**src/rtl/pio_avm_master.sv**
```systemverilog
// Avalon-MM master for a 32-bit bidirectional PIO slave: turns local commands into
// single-beat writes, fixed-latency reads, read-modify-writes and bounded polls.
module pio_avm_master #(
    parameter int POLL_MAX_TRIES = 1024,
    parameter int POLL_GAP       = 0,
    parameter int CNT_W          = 16
) (
    input  logic        clk,
    input  logic        reset_n,
    input  logic        cmd_valid,
    output logic        cmd_ready,
    input  logic [2:0]  cmd_op,
    input  logic [2:0]  cmd_addr,
    input  logic [31:0] cmd_data,
    input  logic [31:0] cmd_mask,
    output logic        rsp_valid,
    input  logic        rsp_ready,
    output logic [31:0] rsp_data,
    output logic        rsp_err,
    output logic [2:0]  avm_address,
    output logic        avm_chipselect,
    output logic        avm_write_n,
    output logic [31:0] avm_writedata,
    input  logic [31:0] avm_readdata
);

    typedef enum logic [2:0] {
        ST_IDLE    = 3'd0,
        ST_WR      = 3'd1,
        ST_RD_ADDR = 3'd2,
        ST_RD_CAP  = 3'd3,
        ST_GAP     = 3'd4,
        ST_RSP     = 3'd5
    } state_t;

    localparam logic [2:0] OP_WRITE = 3'd0;
    localparam logic [2:0] OP_READ  = 3'd1;
    localparam logic [2:0] OP_SET   = 3'd2;
    localparam logic [2:0] OP_CLR   = 3'd3;
    localparam logic [2:0] OP_POLL  = 3'd4;
    localparam logic [2:0] OP_RMW   = 3'd5;

    localparam logic [2:0] ADDR_SET = 3'd4;
    localparam logic [2:0] ADDR_CLR = 3'd5;

    // try_r holds completed tries, so the last allowed try sees MAX-1 here
    localparam logic [CNT_W-1:0] TRIES_LAST = CNT_W'(POLL_MAX_TRIES - 1);
    localparam logic [CNT_W-1:0] GAP_LAST   = CNT_W'(POLL_GAP - 1);

    function automatic logic [31:0] rmw_merge(input logic [31:0] rd, input logic [31:0] ins,
                                              input logic [31:0] mask);
        return (rd & ~mask) | (ins & mask);
    endfunction

    function automatic logic masked_eq(input logic [31:0] rd, input logic [31:0] cmp,
                                       input logic [31:0] mask);
        return ((rd ^ cmp) & mask) == 32'd0;
    endfunction

    state_t            state_r, state_s;
    logic [2:0]        op_r, op_s;
    logic [2:0]        addr_r, addr_s;
    logic [31:0]       data_r, data_s;
    logic [31:0]       mask_r, mask_s;
    logic [CNT_W-1:0]  try_r, try_s;
    logic [CNT_W-1:0]  gap_r, gap_s;

    logic              cmd_ready_s, rsp_valid_s, rsp_err_s;
    logic [31:0]       rsp_data_s, writedata_s;
    logic [2:0]        address_s;
    logic              cs_s, write_n_s;
    logic              accept_s, poll_hit_s;

    assign accept_s   = cmd_valid & cmd_ready;
    assign poll_hit_s = masked_eq(avm_readdata, data_r, mask_r);

    // State register
    always_ff @(posedge clk) begin
        if (!reset_n) begin
            state_r <= ST_IDLE;
        end else begin
            state_r <= state_s;
        end
    end

    // Next-state logic
    always_comb begin
        state_s = state_r;
        case (state_r)
            ST_IDLE: begin
                if (accept_s) begin
                    case (cmd_op)
                        OP_WRITE, OP_SET, OP_CLR: state_s = ST_WR;
                        OP_READ, OP_POLL, OP_RMW: state_s = ST_RD_ADDR;
                        default:                  state_s = ST_RSP;
                    endcase
                end else begin
                    state_s = ST_IDLE;
                end
            end
            ST_WR:      state_s = ST_RSP;
            ST_RD_ADDR: state_s = ST_RD_CAP;
            ST_RD_CAP: begin
                case (op_r)
                    OP_RMW: state_s = ST_WR;
                    OP_POLL: begin
                        if (poll_hit_s || (try_r == TRIES_LAST)) begin
                            state_s = ST_RSP;
                        end else if (POLL_GAP == 0) begin
                            state_s = ST_RD_ADDR;
                        end else begin
                            state_s = ST_GAP;
                        end
                    end
                    default: state_s = ST_RSP;
                endcase
            end
            ST_GAP: begin
                if (gap_r == GAP_LAST) begin
                    state_s = ST_RD_ADDR;
                end else begin
                    state_s = ST_GAP;
                end
            end
            ST_RSP: begin
                if (rsp_ready) begin
                    state_s = ST_IDLE;
                end else begin
                    state_s = ST_RSP;
                end
            end
            default: state_s = ST_IDLE;
        endcase
    end

    // Next values of outputs and command latch, derived from the upcoming state
    always_comb begin
        cmd_ready_s = (state_s == ST_IDLE);
        rsp_valid_s = (state_s == ST_RSP);
        cs_s        = (state_s == ST_WR) || (state_s == ST_RD_ADDR);
        write_n_s   = (state_s != ST_WR);
        address_s   = avm_address;
        writedata_s = avm_writedata;
        rsp_data_s  = rsp_data;
        rsp_err_s   = rsp_err;
        op_s        = op_r;
        addr_s      = addr_r;
        data_s      = data_r;
        mask_s      = mask_r;
        try_s       = try_r;
        gap_s       = gap_r;
        case (state_r)
            ST_IDLE: begin
                if (accept_s) begin
                    op_s   = cmd_op;
                    addr_s = cmd_addr;
                    data_s = cmd_data;
                    mask_s = cmd_mask;
                    try_s  = '0;
                    gap_s  = '0;
                    case (cmd_op)
                        OP_WRITE, OP_SET, OP_CLR: begin
                            if (cmd_op == OP_SET) begin
                                address_s = ADDR_SET;
                            end else if (cmd_op == OP_CLR) begin
                                address_s = ADDR_CLR;
                            end else begin
                                address_s = cmd_addr;
                            end
                            writedata_s = cmd_data;
                            rsp_data_s  = cmd_data;
                            rsp_err_s   = 1'b0;
                        end
                        OP_READ, OP_POLL, OP_RMW: begin
                            address_s  = cmd_addr;
                            rsp_data_s = 32'd0;
                            rsp_err_s  = 1'b0;
                        end
                        default: begin
                            rsp_data_s = 32'd0;
                            rsp_err_s  = 1'b1;
                        end
                    endcase
                end else begin
                    rsp_err_s = rsp_err;
                end
            end
            ST_RD_CAP: begin
                rsp_data_s = avm_readdata;
                try_s      = try_r + CNT_W'(1);
                gap_s      = '0;
                if (op_r == OP_RMW) begin
                    writedata_s = rmw_merge(avm_readdata, data_r, mask_r);
                end else begin
                    writedata_s = avm_writedata;
                end
                rsp_err_s = (op_r == OP_POLL) && !poll_hit_s && (try_r == TRIES_LAST);
            end
            ST_GAP: begin
                gap_s = gap_r + CNT_W'(1);
            end
            default: begin
                gap_s = gap_r;
            end
        endcase
    end

    // Registered outputs and latched command; reset abandons any transfer in flight
    always_ff @(posedge clk) begin
        if (!reset_n) begin
            cmd_ready      <= 1'b0;
            rsp_valid      <= 1'b0;
            rsp_data       <= 32'd0;
            rsp_err        <= 1'b0;
            avm_address    <= 3'd0;
            avm_chipselect <= 1'b0;
            avm_write_n    <= 1'b1;
            avm_writedata  <= 32'd0;
            op_r           <= 3'd0;
            addr_r         <= 3'd0;
            data_r         <= 32'd0;
            mask_r         <= 32'd0;
            try_r          <= '0;
            gap_r          <= '0;
        end else begin
            cmd_ready      <= cmd_ready_s;
            rsp_valid      <= rsp_valid_s;
            rsp_data       <= rsp_data_s;
            rsp_err        <= rsp_err_s;
            avm_address    <= address_s;
            avm_chipselect <= cs_s;
            avm_write_n    <= write_n_s;
            avm_writedata  <= writedata_s;
            op_r           <= op_s;
            addr_r         <= addr_s;
            data_r         <= data_s;
            mask_r         <= mask_s;
            try_r          <= try_s;
            gap_r          <= gap_s;
        end
    end

endmodule

```
**config.mk**
```make
export PLATFORM = sky130hd
export DESIGN_NAME = pio_avm_master
export DESIGN_NICKNAME = d
export VERILOG_FILES = /design/src/rtl/pio_avm_master.sv
export SDC_FILE = /design/constraint.sdc
export NUM_CORES = 1
export LEC_CHECK = 0
export ABC_AREA = 0
export BUFFER_PORTS_ARGS = -buffer_cell sky130_fd_sc_hd__buf_2
export CORE_ASPECT_RATIO = 0.7
export CORE_MARGIN = 4
export CORE_UTILIZATION = 50
export DETAILED_ROUTE_END_ITERATION = 7
export PLACE_DENSITY = 0.75
export SLEW_MARGIN = 0
export SYNTH_ARGS = -nofsm -noshare
export SYNTH_HDL_FRONTEND = slang
export SYNTH_SLANG_ARGS = --single-unit
```
**constraint.sdc**
```tcl
create_clock -name clk -period 2.4 [get_ports clk]
set_input_delay 0.48 -clock clk [delete_from_list [all_inputs] [get_ports clk]]
set_output_delay 0.48 -clock clk [all_outputs]
set_load 0.01 [all_outputs]
```
# [Word-level counts from Yosys, hierarchy flattened]
# Cells that the tools add are included.
[totals] regBits=174 input_bits=106 out_inout_bits=72 word_cells=87
[op_classes] n_addsub=2 n_eq_ne=21 mux=23 n_bitwise=7 n_reduce_logical=20
[ops] operator="$mux 32" count=5
[ops] operator="$pmux 32 s2" count=2
[ops] operator="$and 32x32->32" count=3
[ops] operator="$pmux 16 s3" count=1
[ops] operator="$add 16x1->16 const B" count=2
[ops] operator="$logic_not 32->1" count=1
[ops] operator="$not 32->32" count=1
[ops] operator="$or 32x32->32" count=1
[ops] operator="$pmux 16 s2" count=1
[ops] operator="$xor 32x32->32" count=1
[ops] operator="$eq 3x3->1 const B" count=7
[ops] operator="$mux 3" count=6
[ops] operator="$pmux 3 s2" count=3
[ops] operator="$pmux 3 s6" count=1
[ops] operator="$eq 16x10->1 const B" count=1
[ops] operator="$eq 16x16->1 const B" count=1
[ops] operator="$mux 16" count=1
[ops] operator="$eq 3x2->1 const B" count=5
[ops] operator="$eq 3x1->1 const B" count=3
[ops] operator="$logic_not 3->1" count=3
[ops] operator="$reduce_and 2->1" count=3
[ops] operator="$reduce_or 3->1" count=2
[ops] operator="$reduce_or 6->1" count=1
[ops] operator="$ne 2x2->1 const B" count=2
[ops] operator="other kinds (12)" count=16

# [Depth between registers and ports, before layout]
[logic_depth] depth_word=9 mapped_depth=9 ltp_nobuf=7

# [Least setup slack after synthesis]
# Ideal clock, no wire load.
[synth_path] path_type="input to register" start="input cmd_valid" end="register avm_writedata[10]" setup_ns=0.132 arrival_ns=2.015 t_required_ns=2.268 slack_ns=0.253 cell_stages=8 path_buffers=2 path_cell_list="nand2_1 -> or4_1 -> buf_2 -> a2111oi_4 -> o22ai_1 -> clkbuf_1 -> nand2_1 -> a21oi_1"
[synth_via] elab_chain_len=3
[synth_lines] item="start: declaration" line_no="10" source="input logic cmd_valid,"
[synth_lines] item="$and 1x1->1" line_no="74" source="assign accept_s = cmd_valid & cmd_ready;"
[synth_lines] item="$ne 2x2->1 (no line)"
[synth_lines] item="$reduce_and 4->1 (no line)"
[synth_lines] item="end signal: assignment" line_no="233" source="avm_writedata <= writedata_s;"
[synth_lines] item="end: declaration" line_no="23" source="output logic [31:0] avm_writedata,"
# No other way between the ends.
# A chain may end at the register's enable or synchronous reset.

# [Worst setup path after layout]
[layout_path] start="register state_r[1]" end="register avm_writedata[10]"
[layout_via] elab_chain_len=3 word_cells_on_any_way=8 classes_between="eq/ne (4); mux (1); reduce/logical (3)"
[layout_lines] item="start: declaration" line_no="60" source="state_t state_r, state_s;"
[layout_lines] item="start signal: assignment" line_no="82" source="state_r <= state_s;"
[layout_lines] item="$eq 3x2->1 / $logic_not 3->1 (equally long branches)" line_no="152" source="case (state_r)"
[layout_lines] item="$ne 2x2->1 (no line), or another cell as far along"
[layout_lines] item="$reduce_and 4->1 (no line)"
# Parallel ways exist; a longest one is shown, timed or not.

==> reports/qor.csv <==
metric,value,unit
outcome,"finished, final reports clean",
worst-path maximum fanout,16,
first-pass GRT wire length,37.3,mm
number of endpoints with negative hold slack in the final report,0,
residual DRC count,0,
all-layer global routing usage,26.1,%
total number of vias,8016,
fraction of the cycle the final worst path needs,95.8,%
clock transition time at the flip-flop clock pins of the worst setup and hold paths,70,ps
r2r setup slk,100,ps
vias per std cell,5.76,
average cell area after synthesis,7.76,um2
number of antenna-violating nets in the routed design,0,
Sequential Area,3480,um2
per-cell routed wire length,17.4,um
Final Routed Wirelength,24.2,mm
net load switching power,2540,uW
sequential share of power,42.0,%
Reg-to-Reg Start,state_r[1],
total internal power,5520,uW
CTS sink cnt,174,
critical path data arrival time,2590,ps
maximum number of pins on one net before global-route repair,110,
pins over their slew limit,0,
Syn. warnings,0,
proportion of layout cells with a drive suffix above 1,21.6,%
setup repair after global routing missed its margin,no,
most used flip-flop cell after synthesis,dfxtp_1,
WS Path Type,register to register,
Filler Cells Inserted,1398,
hold path startpoint,cmd_mask[6],
number of cells traversed by the worst register-to-register path,6,
capture endpoint of the worst hold path,mask_r[6],
count of unique library cells instantiated by Yosys,49,
horizontal die dimension,158,um
final worst clock skew,9.73,ps
last weighted congestion value of the routability-driven placer,0.882,
leakage power of the design,0.00370,uW
MaxCap Viol Count,0,
path category of the worst min-delay check,input port to register,
sequential-to-total area share from yosys stat,44.1,%
# resized after CTS,0,
pre-CTS setup slack,6.37,ps
share of total power in combinational logic,22.6,%
share of async-settable or async-resettable flops after synthesis,0,%
PortBufs,177,
detailed placement HPWL,16.5,mm
TritonCTS clock tree,yes,
minimum clock period,2300,ps
number of iterations in the first detailed-routing pass,6,
number of top-level design ports,178,
number of enable flip-flop cells after synthesis,0,
relative slew slack,29.2,%
Max rail drop VDD,404,uV
Final #Nets,1286,
number of violations reported at the end of detailed-routing iteration 0,682,
number of nets produced by synthesis,1127,
endpoint of the most critical register-to-register path,avm_writedata[10],
floorplan die height,113,um
sort of element at the start of the critical path,register,
number of buffers between clock root and the deepest sink,2,
standard-cell rows,38,
buffer type at the clock tree root,clkbuf_16,
Clk network pwr share,35.5,%
core region area,15500,um2
fin util,62.7,%
number of standard cells after synthesis,1019,
Setup crit end kind,register,
level count of the clock H-tree,4,
post-route setup TNS,0,ps
Sw Ratio,31.5,%
via count of the first global-routing pass,7249,
register bit count reported by yosys,174,
total standard cell area after synthesis,7910,um2
pin slew with the least headroom to its limit,1060,ps
multi-input logic area,4170,um2
TritonCTS Buffers,17,
Total Die Area,17900,um2
number of failing setup endpoints in the final timing report,0,
total global routing overflow,0,
data required time of the critical path,2690,ps
post-synthesis to final-layout area growth,22.9,%
clock insertion delay at the later pin of the skew report,430,ps
"crit path setup slack, layout",101,ps
highest attainable clock frequency,435,MHz
number of cells on the worst hold path,3,
number of antenna violations at the first check in global routing,1,
overall power consumption,8060,uW
total power divided by cell area,830,nW/um2
initial standard-cell utilization of the core,51.0,%
power by group through the flow:
stage	Clock (uW)	Sequential, uW	Combinational (uW)
after global placement	0	3440	1760
after CTS	2890	3380	1800
after floorplan	0	3420	1050
after detailed placement	0	3440	1780
final	2860	3380	1820
after global routing	3020	3420	1990
cell usage after synthesis, types with 3 or more instances:
cell      instances  share of area [%]
o211ai_1         33                3.1
nand2_1         296                 14
inv_1             4               0.19
a21oi_1         116                7.3
nor3_1           18                1.1
nand4_1           9               0.71
nor2_1           39                1.9
dfxtp_1         174                 44
nand3_1          51                3.2
mux2_2            6               0.85
buf_1             9               0.43
nand2b_1          6               0.47
and2_1            3               0.24
a31oi_1          40                3.2
clkbuf_1         54                2.6
mux2i_1          33                4.2
a41oi_1           3               0.33
a22oi_1          18                1.7
nor4_1            6               0.47
and3_1            3               0.24
buf_2             4               0.25
o21ai_0          19                1.2
or3_1             3               0.24
buf_4             3               0.28
xor2_1           35                3.9
critical path, cell delays in order, from the launching register on:
cell and delay [ps]:
dfxtp_1 340, or4_4 630, a2111oi_4 320, buf_4 220, o22ai_2 360, nand2_1 190, a21oi_1 80
per-layer routing:
metal  up-vias  routed length [um]  track usage [%]
met5         -                   0                0
li1       3888                   -                -
met4         0                 381             7.73
met1      3718               11100             39.9
met2       378               10200             36.7
met3        32                2530             5.50
metrics by stage:
step,cell area (um2),std cells,hold WS (ps)
final,9720,1392,288
after global placement,9100,1358,441
after CTS,9710,1390,276
after detailed placement,9100,1358,448
after global routing,9720,1392,277
after floorplan,7910,1019,443
worst max path at each step:
| stage | start | end | slack (ps) | cells after the start |
|---|---|---|---|---|
| finish | state_r[1] | avm_writedata[10] | 100 | 6 |
| global route | state_r[0] | avm_writedata[10] | 20 | 6 |
| CTS | state_r[2] | avm_writedata[0] | 150 | 7 |
| detailed placement | cmd_valid | avm_writedata[0] | 6 | 8 |
| global placement | cmd_valid | avm_writedata[14] | 100 | 8 |
| floorplan | cmd_valid | avm_writedata[10] | 250 | 8 |
cells in the final DEF, fill, tap and decap left out, types with 3 or more instances in the layout:
cell type and instances:
nand2b_1 6, mux2_2 6, a21oi_1 116, a41oi_1 3, buf_2 177, and2_1 3
o211ai_1 33, buf_12 5, a22oi_1 18, inv_6 3, nand2_1 296, a31oi_1 40
or3_1 3, nor4_1 5, buf_4 27, and3_1 3, dfxtp_1 174, nor3_1 18
o21ai_0 19, bufinv_16 3, clkbuf_16 17, mux2i_1 33, nand3_1 51, nand4_1 9
inv_1 4, xor2_1 35, nor2_1 38, clkinv_2 5
logic make-up after synthesis:
group,after synthesis,share of synthesized area (%)
flops,174,44.1
buf+inv,75,3.77
xor+xnor,36,3.99
fa+ha+maj,2,0.316
mux,39,5.03
compound gates,249,19.3
simple gates,444,23.6
state kept, by name, summed over array words and instances, names as in the netlist, 3 cells and up:
register	count
avm_writedata	32
data_r	32
mask_r	32
rsp_data	32
gap_r	16
try_r	16
avm_address	3
op_r	3
state_r	3
cell type report:
class	count	area share, %
Tap cell	200	2.57
Clock inverter	14	1.70
Multi-Input combinational cell	771	42.9
Timing Repair Buffer	209	12.2
Sequential cell	174	35.8
Clock buffer	18	4.52
Antenna cell	1	0.0257
Inverter	5	0.219
timing repair:
action / CTS / global route
setup buffers: 0 / 0
setup endpoints to repair: 0 / 2
hold buffers: 0 / 0
Note: power is estimated with default switching activity, not from simulation.
